==> src/rtl/spi_sched_pkg.sv <==
// Shared types and constants for the SPI transfer scheduler.
//   state_t         : scheduler FSM state encoding
//   CLK_DIV_W_DEF   : default width of the spi_master clock divider
//   MODE0..MODE3    : SPI modes encoded as {cpol, cpha}
package spi_sched_pkg;

    typedef enum logic [2:0] {
        ST_IDLE      = 3'd0,
        ST_SETUP     = 3'd1,
        ST_START     = 3'd2,
        ST_WAIT_DONE = 3'd3,
        ST_GAP       = 3'd4
    } state_t;

    localparam int unsigned CLK_DIV_W_DEF = 16;

    localparam logic [1:0] MODE0 = 2'b00;
    localparam logic [1:0] MODE1 = 2'b01;
    localparam logic [1:0] MODE2 = 2'b10;
    localparam logic [1:0] MODE3 = 2'b11;

endpackage

==> src/rtl/spi_rr_arbiter.sv <==
// Combinational round-robin pick: first asserted request at or after ptr,
// wrapping around. The caller owns and advances the pointer.
//   req     in  NUM_REQ  request vector
//   ptr     in  PTR_W    highest-priority index for this pick
//   any     out 1        at least one request asserted
//   gnt_oh  out NUM_REQ  one-hot winner (zero when no request)
//   gnt_idx out PTR_W    binary winner index (zero when no request)
module spi_rr_arbiter #(
    parameter int unsigned NUM_REQ = 4,
    parameter int unsigned PTR_W   = $clog2(NUM_REQ)
) (
    input  logic [NUM_REQ-1:0] req,
    input  logic [PTR_W-1:0]   ptr,
    output logic               any,
    output logic [NUM_REQ-1:0] gnt_oh,
    output logic [PTR_W-1:0]   gnt_idx
);

    // Walk positions ptr, ptr+1, ... (mod NUM_REQ); first hit wins.
    always_comb begin
        int unsigned pos;
        any     = 1'b0;
        gnt_oh  = '0;
        gnt_idx = '0;
        pos     = 0;
        for (int unsigned off = 0; off < NUM_REQ; off++) begin
            pos = 32'(ptr) + off;
            if (pos >= NUM_REQ) begin
                pos = pos - NUM_REQ;
            end
            if (!any && req[PTR_W'(pos)]) begin
                any                  = 1'b1;
                gnt_oh[PTR_W'(pos)]  = 1'b1;
                gnt_idx              = PTR_W'(pos);
            end
        end
    end

endmodule

==> src/rtl/spi_xfer_scheduler.sv <==
// Shares one spi_master among NUM_REQ requesters, round-robin. The winner's
// mode and divider are applied, allowed to settle for SETUP_CYCLES, then a
// start pulse is issued; the received word is returned with a one-cycle
// rsp_valid. Chip selects are the master's ss_n gated by the grant.
//   clk, rst                      clock, async active-high reset
//   req/req_tx/req_cpol/req_cpha/req_clk_div   requester side
//   gnt, rsp_valid, rsp_rx, busy  status back to requesters
//   m_*                           spi_master interface
//   cs_n                          per-slave active-low chip select
module spi_xfer_scheduler
    import spi_sched_pkg::*;
#(
    parameter int unsigned NUM_REQ      = 4,
    parameter int unsigned DATA_WIDTH   = 8,
    parameter int unsigned CLK_DIV_W    = CLK_DIV_W_DEF,
    parameter int unsigned SETUP_CYCLES = 4,
    parameter int unsigned GAP_CYCLES   = 8,
    parameter int unsigned RST_CLK_DIV  = 10
) (
    input  logic                            clk,
    input  logic                            rst,
    input  logic [NUM_REQ-1:0]              req,
    input  logic [NUM_REQ*DATA_WIDTH-1:0]   req_tx,
    input  logic [NUM_REQ-1:0]              req_cpol,
    input  logic [NUM_REQ-1:0]              req_cpha,
    input  logic [NUM_REQ*CLK_DIV_W-1:0]    req_clk_div,
    output logic [NUM_REQ-1:0]              gnt,
    output logic [NUM_REQ-1:0]              rsp_valid,
    output logic [DATA_WIDTH-1:0]           rsp_rx,
    output logic                            busy,
    output logic                            m_start,
    output logic [DATA_WIDTH-1:0]           m_tx_byte,
    output logic                            m_cpol,
    output logic                            m_cpha,
    output logic [CLK_DIV_W-1:0]            m_clk_div,
    input  logic                            m_busy,
    input  logic                            m_done,
    input  logic [DATA_WIDTH-1:0]           m_rx_byte,
    input  logic                            m_ss_n,
    output logic [NUM_REQ-1:0]              cs_n
);

    localparam int unsigned PTR_W   = $clog2(NUM_REQ);
    localparam int unsigned CNT_MAX = (SETUP_CYCLES > GAP_CYCLES) ? SETUP_CYCLES : GAP_CYCLES;
    localparam int unsigned CNT_W   = $clog2(CNT_MAX + 1);

    state_t                 state, state_d;
    logic [CNT_W-1:0]       cnt, cnt_d;
    logic [PTR_W-1:0]       ptr, ptr_d, ptr_nxt;
    logic [NUM_REQ-1:0]     gnt_d, rsp_valid_d;
    logic [DATA_WIDTH-1:0]  rsp_rx_d, tx_d;
    logic                   busy_d, m_start_d, cpol_d, cpha_d;
    logic [CLK_DIV_W-1:0]   div_d;

    logic                   arb_any;
    logic [NUM_REQ-1:0]     arb_oh;
    logic [PTR_W-1:0]       arb_idx;

    logic [DATA_WIDTH-1:0]  sel_tx;
    logic                   sel_cpol, sel_cpha;
    logic [CLK_DIV_W-1:0]   sel_div;

    // Master busy is implied by the FSM sequencing; completion comes from m_done.
    logic unused_m_busy;
    assign unused_m_busy = m_busy;

    // Only the granted slave can ever see the master's ss_n low.
    assign cs_n = {NUM_REQ{m_ss_n}} | ~gnt;

    spi_rr_arbiter #(
        .NUM_REQ (NUM_REQ),
        .PTR_W   (PTR_W)
    ) u_arb (
        .req     (req),
        .ptr     (ptr),
        .any     (arb_any),
        .gnt_oh  (arb_oh),
        .gnt_idx (arb_idx)
    );

    assign ptr_nxt = (arb_idx == PTR_W'(NUM_REQ - 1)) ? '0 : arb_idx + PTR_W'(1);

    // Mux the winner's transfer word and configuration.
    always_comb begin
        sel_tx   = '0;
        sel_cpol = 1'b0;
        sel_cpha = 1'b0;
        sel_div  = '0;
        for (int unsigned i = 0; i < NUM_REQ; i++) begin
            if (arb_oh[i]) begin
                sel_tx   = req_tx[i*DATA_WIDTH +: DATA_WIDTH];
                sel_cpol = req_cpol[i];
                sel_cpha = req_cpha[i];
                sel_div  = req_clk_div[i*CLK_DIV_W +: CLK_DIV_W];
            end
        end
    end

    // Next-state and next-output logic.
    always_comb begin
        state_d     = state;
        cnt_d       = cnt;
        ptr_d       = ptr;
        gnt_d       = gnt;
        rsp_valid_d = '0;
        rsp_rx_d    = rsp_rx;
        m_start_d   = 1'b0;
        tx_d        = m_tx_byte;
        cpol_d      = m_cpol;
        cpha_d      = m_cpha;
        div_d       = m_clk_div;

        case (state)
            ST_IDLE: begin
                // Config is only loaded here, when every cs_n is high.
                if (arb_any) begin
                    state_d = ST_SETUP;
                    cnt_d   = '0;
                    ptr_d   = ptr_nxt;
                    gnt_d   = arb_oh;
                    tx_d    = sel_tx;
                    cpol_d  = sel_cpol;
                    cpha_d  = sel_cpha;
                    div_d   = sel_div;
                end
            end
            ST_SETUP: begin
                if (cnt == CNT_W'(SETUP_CYCLES - 1)) begin
                    state_d   = ST_START;
                    m_start_d = 1'b1;
                end else begin
                    cnt_d = cnt + CNT_W'(1);
                end
            end
            ST_START: begin
                state_d = ST_WAIT_DONE;
            end
            ST_WAIT_DONE: begin
                // Leaving on the first done cycle makes a held done harmless.
                if (m_done) begin
                    state_d     = ST_GAP;
                    cnt_d       = '0;
                    rsp_valid_d = gnt;
                    rsp_rx_d    = m_rx_byte;
                end
            end
            ST_GAP: begin
                if (cnt == CNT_W'(GAP_CYCLES - 1)) begin
                    state_d = ST_IDLE;
                    gnt_d   = '0;
                end else begin
                    cnt_d = cnt + CNT_W'(1);
                end
            end
            default: begin
                state_d = ST_IDLE;
                gnt_d   = '0;
            end
        endcase

        busy_d = (state_d != ST_IDLE);
    end

    // State and registered outputs.
    always_ff @(posedge clk or posedge rst) begin
        if (rst) begin
            state     <= ST_IDLE;
            cnt       <= '0;
            ptr       <= '0;
            gnt       <= '0;
            rsp_valid <= '0;
            rsp_rx    <= '0;
            busy      <= 1'b0;
            m_start   <= 1'b0;
            m_tx_byte <= '0;
            {m_cpol, m_cpha} <= MODE0;
            m_clk_div <= CLK_DIV_W'(RST_CLK_DIV);
        end else begin
            state     <= state_d;
            cnt       <= cnt_d;
            ptr       <= ptr_d;
            gnt       <= gnt_d;
            rsp_valid <= rsp_valid_d;
            rsp_rx    <= rsp_rx_d;
            busy      <= busy_d;
            m_start   <= m_start_d;
            m_tx_byte <= tx_d;
            m_cpol    <= cpol_d;
            m_cpha    <= cpha_d;
            m_clk_div <= div_d;
        end
    end

endmodule

==> config.mk <==
export PLATFORM = sky130hd
export DESIGN_NAME = spi_xfer_scheduler
export DESIGN_NICKNAME = d
export VERILOG_FILES = /design/src/rtl/spi_sched_pkg.sv /design/src/rtl/spi_rr_arbiter.sv /design/src/rtl/spi_xfer_scheduler.sv
export SDC_FILE = /design/constraint.sdc
export NUM_CORES = 1
export LEC_CHECK = 0
export CORE_UTILIZATION = 38
export CTS_CLUSTER_DIAMETER = 30
export DETAILED_ROUTE_END_ITERATION = 10
export PLACE_DENSITY_LB_ADDON = 0.1
export SYNTH_ARGS = -nofsm -noshare
export SYNTH_HDL_FRONTEND = slang
export SYNTH_SLANG_ARGS = --single-unit
==> constraint.sdc <==
create_clock -name clk -period 2.8 [get_ports clk]
set_input_delay 0.84 -clock clk [delete_from_list [all_inputs] [get_ports clk]]
set_output_delay 0.84 -clock clk [all_outputs]
set_load 0.005 [all_outputs]
### After elaboration in Yosys (flattened, before gate mapping)

Index checks and enable logic that the tools add are counted.

| storage, ports and cells | value |
|---|---|
| flip-flop bits (word level) | 53 |
| input bits | 121 |
| logic and storage cells | 135 |
| output and inout bits | 48 |

| cells by class | value |
|---|---|
| order comparisons | 12 |
| reduce and logical (&&, ||, !) cells | 18 |
| add/subtract/negate cells | 9 |
| multiplexer cells | 66 |
| bitwise operators | 6 |
| eq/ne operators | 12 |

Operators by type and width:

| cell | number |
|---|---|
| two-way mux 16 bit | 4 |
| two-way mux 4 bit | 12 |
| two-way mux 8 bit | 4 |
| two-way mux 1 bit | 22 |
| two-way mux 2 bit | 9 |
| bitwise OR 4 bit | 4 |
| case mux 4 bit (4 select lines) | 1 |
| case mux 3 bit (5 select lines) | 1 |
| less-than comparator 2 x 3 -> 1 bit, second input constant | 4 |
| two-way mux 3 bit | 4 |
| case mux 4 bit (3 select lines) | 1 |
| inequality test 2 bit, second input constant | 5 |
| >= comparator 3 bit, second input constant | 3 |
| binary-select mux 1 bit (select 2 bit) | 4 |
| demux 1 bit (select 2 bit) | 4 |
| >= comparator 2 x 1 -> 1 bit, second input constant | 4 |
| subtractor 2 x 1 -> 2 bit, second input constant | 4 |
| logical AND 1 bit | 7 |
| adder 2 x 2 -> 3 bit, second input constant | 2 |
| equality test 3 x 2 -> 1 bit, second input constant | 2 |
| AND reduction 5 bit | 1 |
| adder 4 x 1 -> 4 bit, second input constant | 1 |
| equality test 4 x 2 -> 1 bit, second input constant | 1 |
| equality test 4 x 3 -> 1 bit, second input constant | 1 |
| other kinds (15) | 18 |

### Depth between registers and ports, before layout

| depth | value |
|---|---|
| depth in word-level cells | 18 |
| depth in mapped cells | 13 |
| mapped depth without buffers | 8 |

### Modules after synthesis

A second synthesis with hierarchy kept.

| second synthesis, totals | value |
|---|---|
| cells, all modules | 371 |
| area, all modules | 3337.0 um^2 |

By module, submodules not included:

| module | times used | area an instance (um^2) | cells each | seq. area each (um^2) |
|---|---|---|---|---|
| spi_xfer_scheduler | 1 | 2917.8 | 326 | 1328.8 |
| spi_rr_arbiter | 1 | 419.2 | 45 | 0.0 |

### Worst setup path before layout

No wires, ideal clock.

| timing path | value |
|---|---|
| path kind | register to register |
| from | reg with a tool-made name |
| to | reg m_clk_div[0] |
| stages on the path, launching flop included | 13 |
| data arrival time | 2.953 ns |
| buffers on the path | 4 |
| required time | 2.677 ns |
| setup time | 0.123 ns |
| path slack | -0.276 ns |
| clock period less this slack | 3.076 ns |
| cells stage by stage | dfrtp_1 buf_6 inv_1 ha_1 clkbuf_1 or3b_1 a2111o_1 nand3_1 a221o_1 buf_4 nand3b_2 buf_2 o221a_1 |

RTL lines:

| item | line | text |
|---|---|---|
| to (signal assigned) | spi_xfer_scheduler.sv:177 | `m_clk_div <= CLK_DIV_W'(RST_CLK_DIV);` |
| to (signal assigned) | spi_xfer_scheduler.sv:190 | `m_clk_div <= div_d;` |
| to (decl) | spi_xfer_scheduler.sv:35 | `output logic [CLK_DIV_W-1:0] m_clk_div,` |

### Worst setup path in the final report

| timing path | value |
|---|---|
| from | in req[0] |
| to | reg m_clk_div[14] |

| on the way | value |
|---|---|
| cells in the longest elaborated chain, start to end | 16 |
| elaborated cells between the ends (all ways) | 30 |
| those cells by class | 20 x mux; 3 x bitwise; 7 x reduce/logical |

Ends and longest elaborated chain:

| item | line | text |
|---|---|---|
| from (decl) | spi_xfer_scheduler.sv:22 | `input logic [NUM_REQ-1:0] req,` |
| binary-select mux 1 bit (select 2 bit) | spi_rr_arbiter.sv:31 | `if (!any && req[PTR_W'(pos)]) begin` |
| two-way mux 1 bit (implied by the code) | spi_rr_arbiter.sv:31 |  |
| two-way mux 1 bit | spi_rr_arbiter.sv:31 |  |
| logical NOT 1 bit | spi_rr_arbiter.sv:31 |  |
| logical AND 1 bit | spi_rr_arbiter.sv:31 |  |
| two-way mux 1 bit | spi_rr_arbiter.sv:31 |  |
| logical NOT 1 bit | spi_rr_arbiter.sv:31 |  |
| logical AND 1 bit | spi_rr_arbiter.sv:31 |  |
| two-way mux 1 bit | spi_rr_arbiter.sv:31 |  |
| logical NOT 1 bit | spi_rr_arbiter.sv:31 |  |
| logical AND 1 bit | spi_rr_arbiter.sv:31 |  |
| two-way mux 4 bit | spi_rr_arbiter.sv:31 |  |
| two-way mux 16 bit (4 in series) | spi_xfer_scheduler.sv:90 | `if (arb_oh[i]) begin` |

Parallel ways exist; a longest one is shown, timed or not. The select of a mux whose other input is x is not followed.
A chain may end at the register's enable or synchronous reset.

==> qor.yml <==
antenna_found_initial: 0
synthCells: 371
clk_pin_slew_worst_paths_ns: 0.11
grt.overflow.total: 0
switching_share_pct: 40.6
period_minus_slack_ns: 2.74
syn2layout_area_growth_pct: 62.1
antennaDiodeCount: 0
grt_max_degree: 34
fin_setup_tns_ns: 0
h-tree-depth: 2
routed_wl_um: 12000
postRouteAntennaNets: 0
maxCapViolations: 0
hold-path-endpoint: "rsp_rx[3]$_DFFE_PP0P_"
fp-row-count: 34
synthesis.area_um2: 3560
grt_pass1_wl_um: 18900
gp_congestion: 0.822
irDropWorstVdd_mv: 0.539
hold_depth: 1
p_clk_share_pct: 8.1
vias: 3774
syn_nets: 500
die_w_um: 98.8
synthTopCellsByCount: "nor2_1 (59), dfrtp_1 (51), a21oi_1 (32), a2111o_1 (25), and3_1 (25)"
required_ns: 3.02
crit_buf_inv: 3
hold_class: "flop to flop"
fp.dieH_um: 98.8
critPathLaunchType: "input pin"
synthArstFlopShare_pct: 100
port_buffers: 167
hold_start: "rsp_rx[3]$_DFFE_PP0P_"
drt-initial-drc-count: 140
hold_violations: 0
yosysSeqAreaShare_pct: 37.3
start_util_pct: 40.0
total_power_mw: 5.88
placed_area_um2: 5630
clk_path_buf_depth: 2
synth.top_cell.area_share_pct: 35.9
crit_slowest_cell: "mux4_2"
synth_warnings: 0
synth_flop_cell: "dfrtp_1"
rsz0062_at_grt: "false"
drc: 0
leakage_nw: 2.44
layout-drive-gt1-share_pct: 17.3
viasPerCell: 5.65
dp_slack_ns: -0.646
timing.final.crit_share_pct: 97.9
critPathKind: "input pin to flop"
critical_path.top_delay_family: "compound AO/OA/AOI/OAI gates"
dp_hpwl_um: 8890
fin_area_um2: 5770
finalNetCount: 688
insertion_delay_ns: 0.32
coreArea_um2: 8890
grt_usage_pct: 24.5
synthTopCellsByArea: "dfrtp_1 (36%), a2111o_1 (7.9%), o221a_1 (6.3%)"
power_density_nw_per_um2: 1020
setup_viol: 0
critPathArrivalTime_ns: 2.96
critPathCaptureType: "flop"
max_clock_freq_mhz: 365
rr_endpoint: "m_clk_div[14]$_DFFE_PP0P_"
dieArea_um2: 9760
critPathMaxFanout: 7
tritoncts: "done"
dr.pass1.iters: 4
synth.distinct_cells: 49
setup_ws_ns: 0.0587
routedWlPerCell_um: 17.9
max_slew.worst_pin.slew_ns: 0.722
slowest_delay_ns: 0.54
cts_sinks: 53
clock_tree.root_cell: "clkbuf_8"
path_cells: "buf_2 -> mux4_2 -> buf_6 -> nand3b_4 -> a21oi_2 -> a221o_2 -> buf_6 -> a2111o_1 -> o221a_1"
reg2reg_depth: 9
fin_skew_ns: 0.0113
cts.hold.buffers_added: 0
synth-seq-cells: 53
final_max_slew_viol_count: 0
status: "finished, final reports clean"
hold_ws_ns: 0.516
num_io_pins: 169
synth.most_common_cell: "nor2_1"
power.switching_mw: 2.39
r2r_setup_slack_ns: 0.08
cts_inserted_buffers: 5
syn_avg_cell_area_um2: 9.59
seqPwrFrac_pct: 22.7
first_global_vias: 3815
path_common_cell: "buf_6"
relSlewSlack_pct: 51.5
synth_edf_count: 0
nFillCells: 741
p_comb_share_pct: 69.2
p_int_mw: 3.50
synth_top_area_cell: "dfrtp_1"
==> logic make-up (layout without fill, tap and decap cells) <==
group	after synthesis	after routing	synth area share [%]
adder cells (fa/ha/maj)	8	8	2.81
AND/OR/NAND/NOR	133	133	18.7
multiplexers	14	14	5.34
XOR/XNOR	6	6	1.48
flip-flops	53	53	37.3
buffers and inverters	45	234	6.58
AO/OA/AOI/OAI	112	112	27.8
==> worst reg2reg max path: cells and delay by family (launching register included) <==
family                 cells  cell delay (ns)
buffers and inverters      3             0.52
and+or+nand+nor            1             0.06
DFF                        1             0.40
muxes                      1             0.60
AOI/OAI and AO/OA          4             1.06
==> through the flow <==
step	util, %	cells
2_1_floorplan	-	371
3_3_place_gp	63.3	658
3_5_place_dp	63.3	658
4_1_cts	64.8	666
5_1_grt	64.9	668
6_report	64.9	668
==> layout make-up <==
class,instances,area [um^2],area share (%)
repair buffers,216,2120,36.8
well taps,108,135,2.34
clock inverters,3,25.0,0.434
multi-input cells,273,2050,35.5
inverters,10,37.5,0.651
flip-flops and latches,53,1330,23.1
clock buffers,5,68.8,1.19
==> timing repair <==
action / in CTS / in global routing
setup buffers: 0 / 1
pin swaps: 0 / 1
setup endpoints to repair: 30 / 26
cloned: 0 / 1
gates resized for setup: 20 / 11
==> flip-flops by register name (all words and copies together), names as in the netlist, named ones only <==
signal / flops
gnt: 4
m_tx_byte: 8
ptr: 1
m_cpha: 1
m_cpol: 1
state: 3
m_clk_div: 16
busy: 1
cnt: 4
rsp_rx: 8
rsp_valid: 4
m_start: 1
==> power by group through the flow <==
stage | registers [mW] | logic [mW] | clock network, mW
after global routing | 1.38 | 4.39 | 0.511
after global placement | 1.34 | 3.81 | 0
after floorplan | 1.35 | 2.24 | 0
after CTS | 1.33 | 4.00 | 0.480
after detailed placement | 1.34 | 3.92 | 0
final | 1.34 | 4.07 | 0.476
==> metal layers <==
metal  share of wire, %  GRT usage (%)
met2                 50           44.3
met3                5.3           4.33
met5                  0              0
met1                 43           29.3
met4                2.1           8.04
==> layout by cell type (no fill, tap or decap), types with 10 or more instances in the layout <==
cell type / synthesis / layout
buf_4: 1 / 37
a21oi_1: 32 / 32
clkdlybuf4s50_1: 0 / 162
nor2_1: 59 / 59
nand2_1: 13 / 12
mux2_2: 10 / 10
dfrtp_1: 51 / 50
a2111o_1: 25 / 25
and3_1: 25 / 25
o221a_1: 20 / 20
==> worst max-delay path by stage <==
stage | from | to | slack, ns | cells past startpoint
after floorplan | flop | m_clk_div[0]$_DFFE_PP0P_ | -0.09 | 12
after global placement | req[0] | m_tx_byte[0]$_DFFE_PP0P_ | -0.59 | 9
after detailed placement | req[0] | m_tx_byte[5]$_DFFE_PP0P_ | -0.65 | 9
after CTS | req[1] | m_clk_div[14]$_DFFE_PP0P_ | 0.005 | 9
after global routing | req[0] | m_clk_div[13]$_DFFE_PP0P_ | 0.009 | 9
final | req[0] | m_clk_div[14]$_DFFE_PP0P_ | 0.06 | 9
No activity file was read; power rests on OpenSTA's default activity.
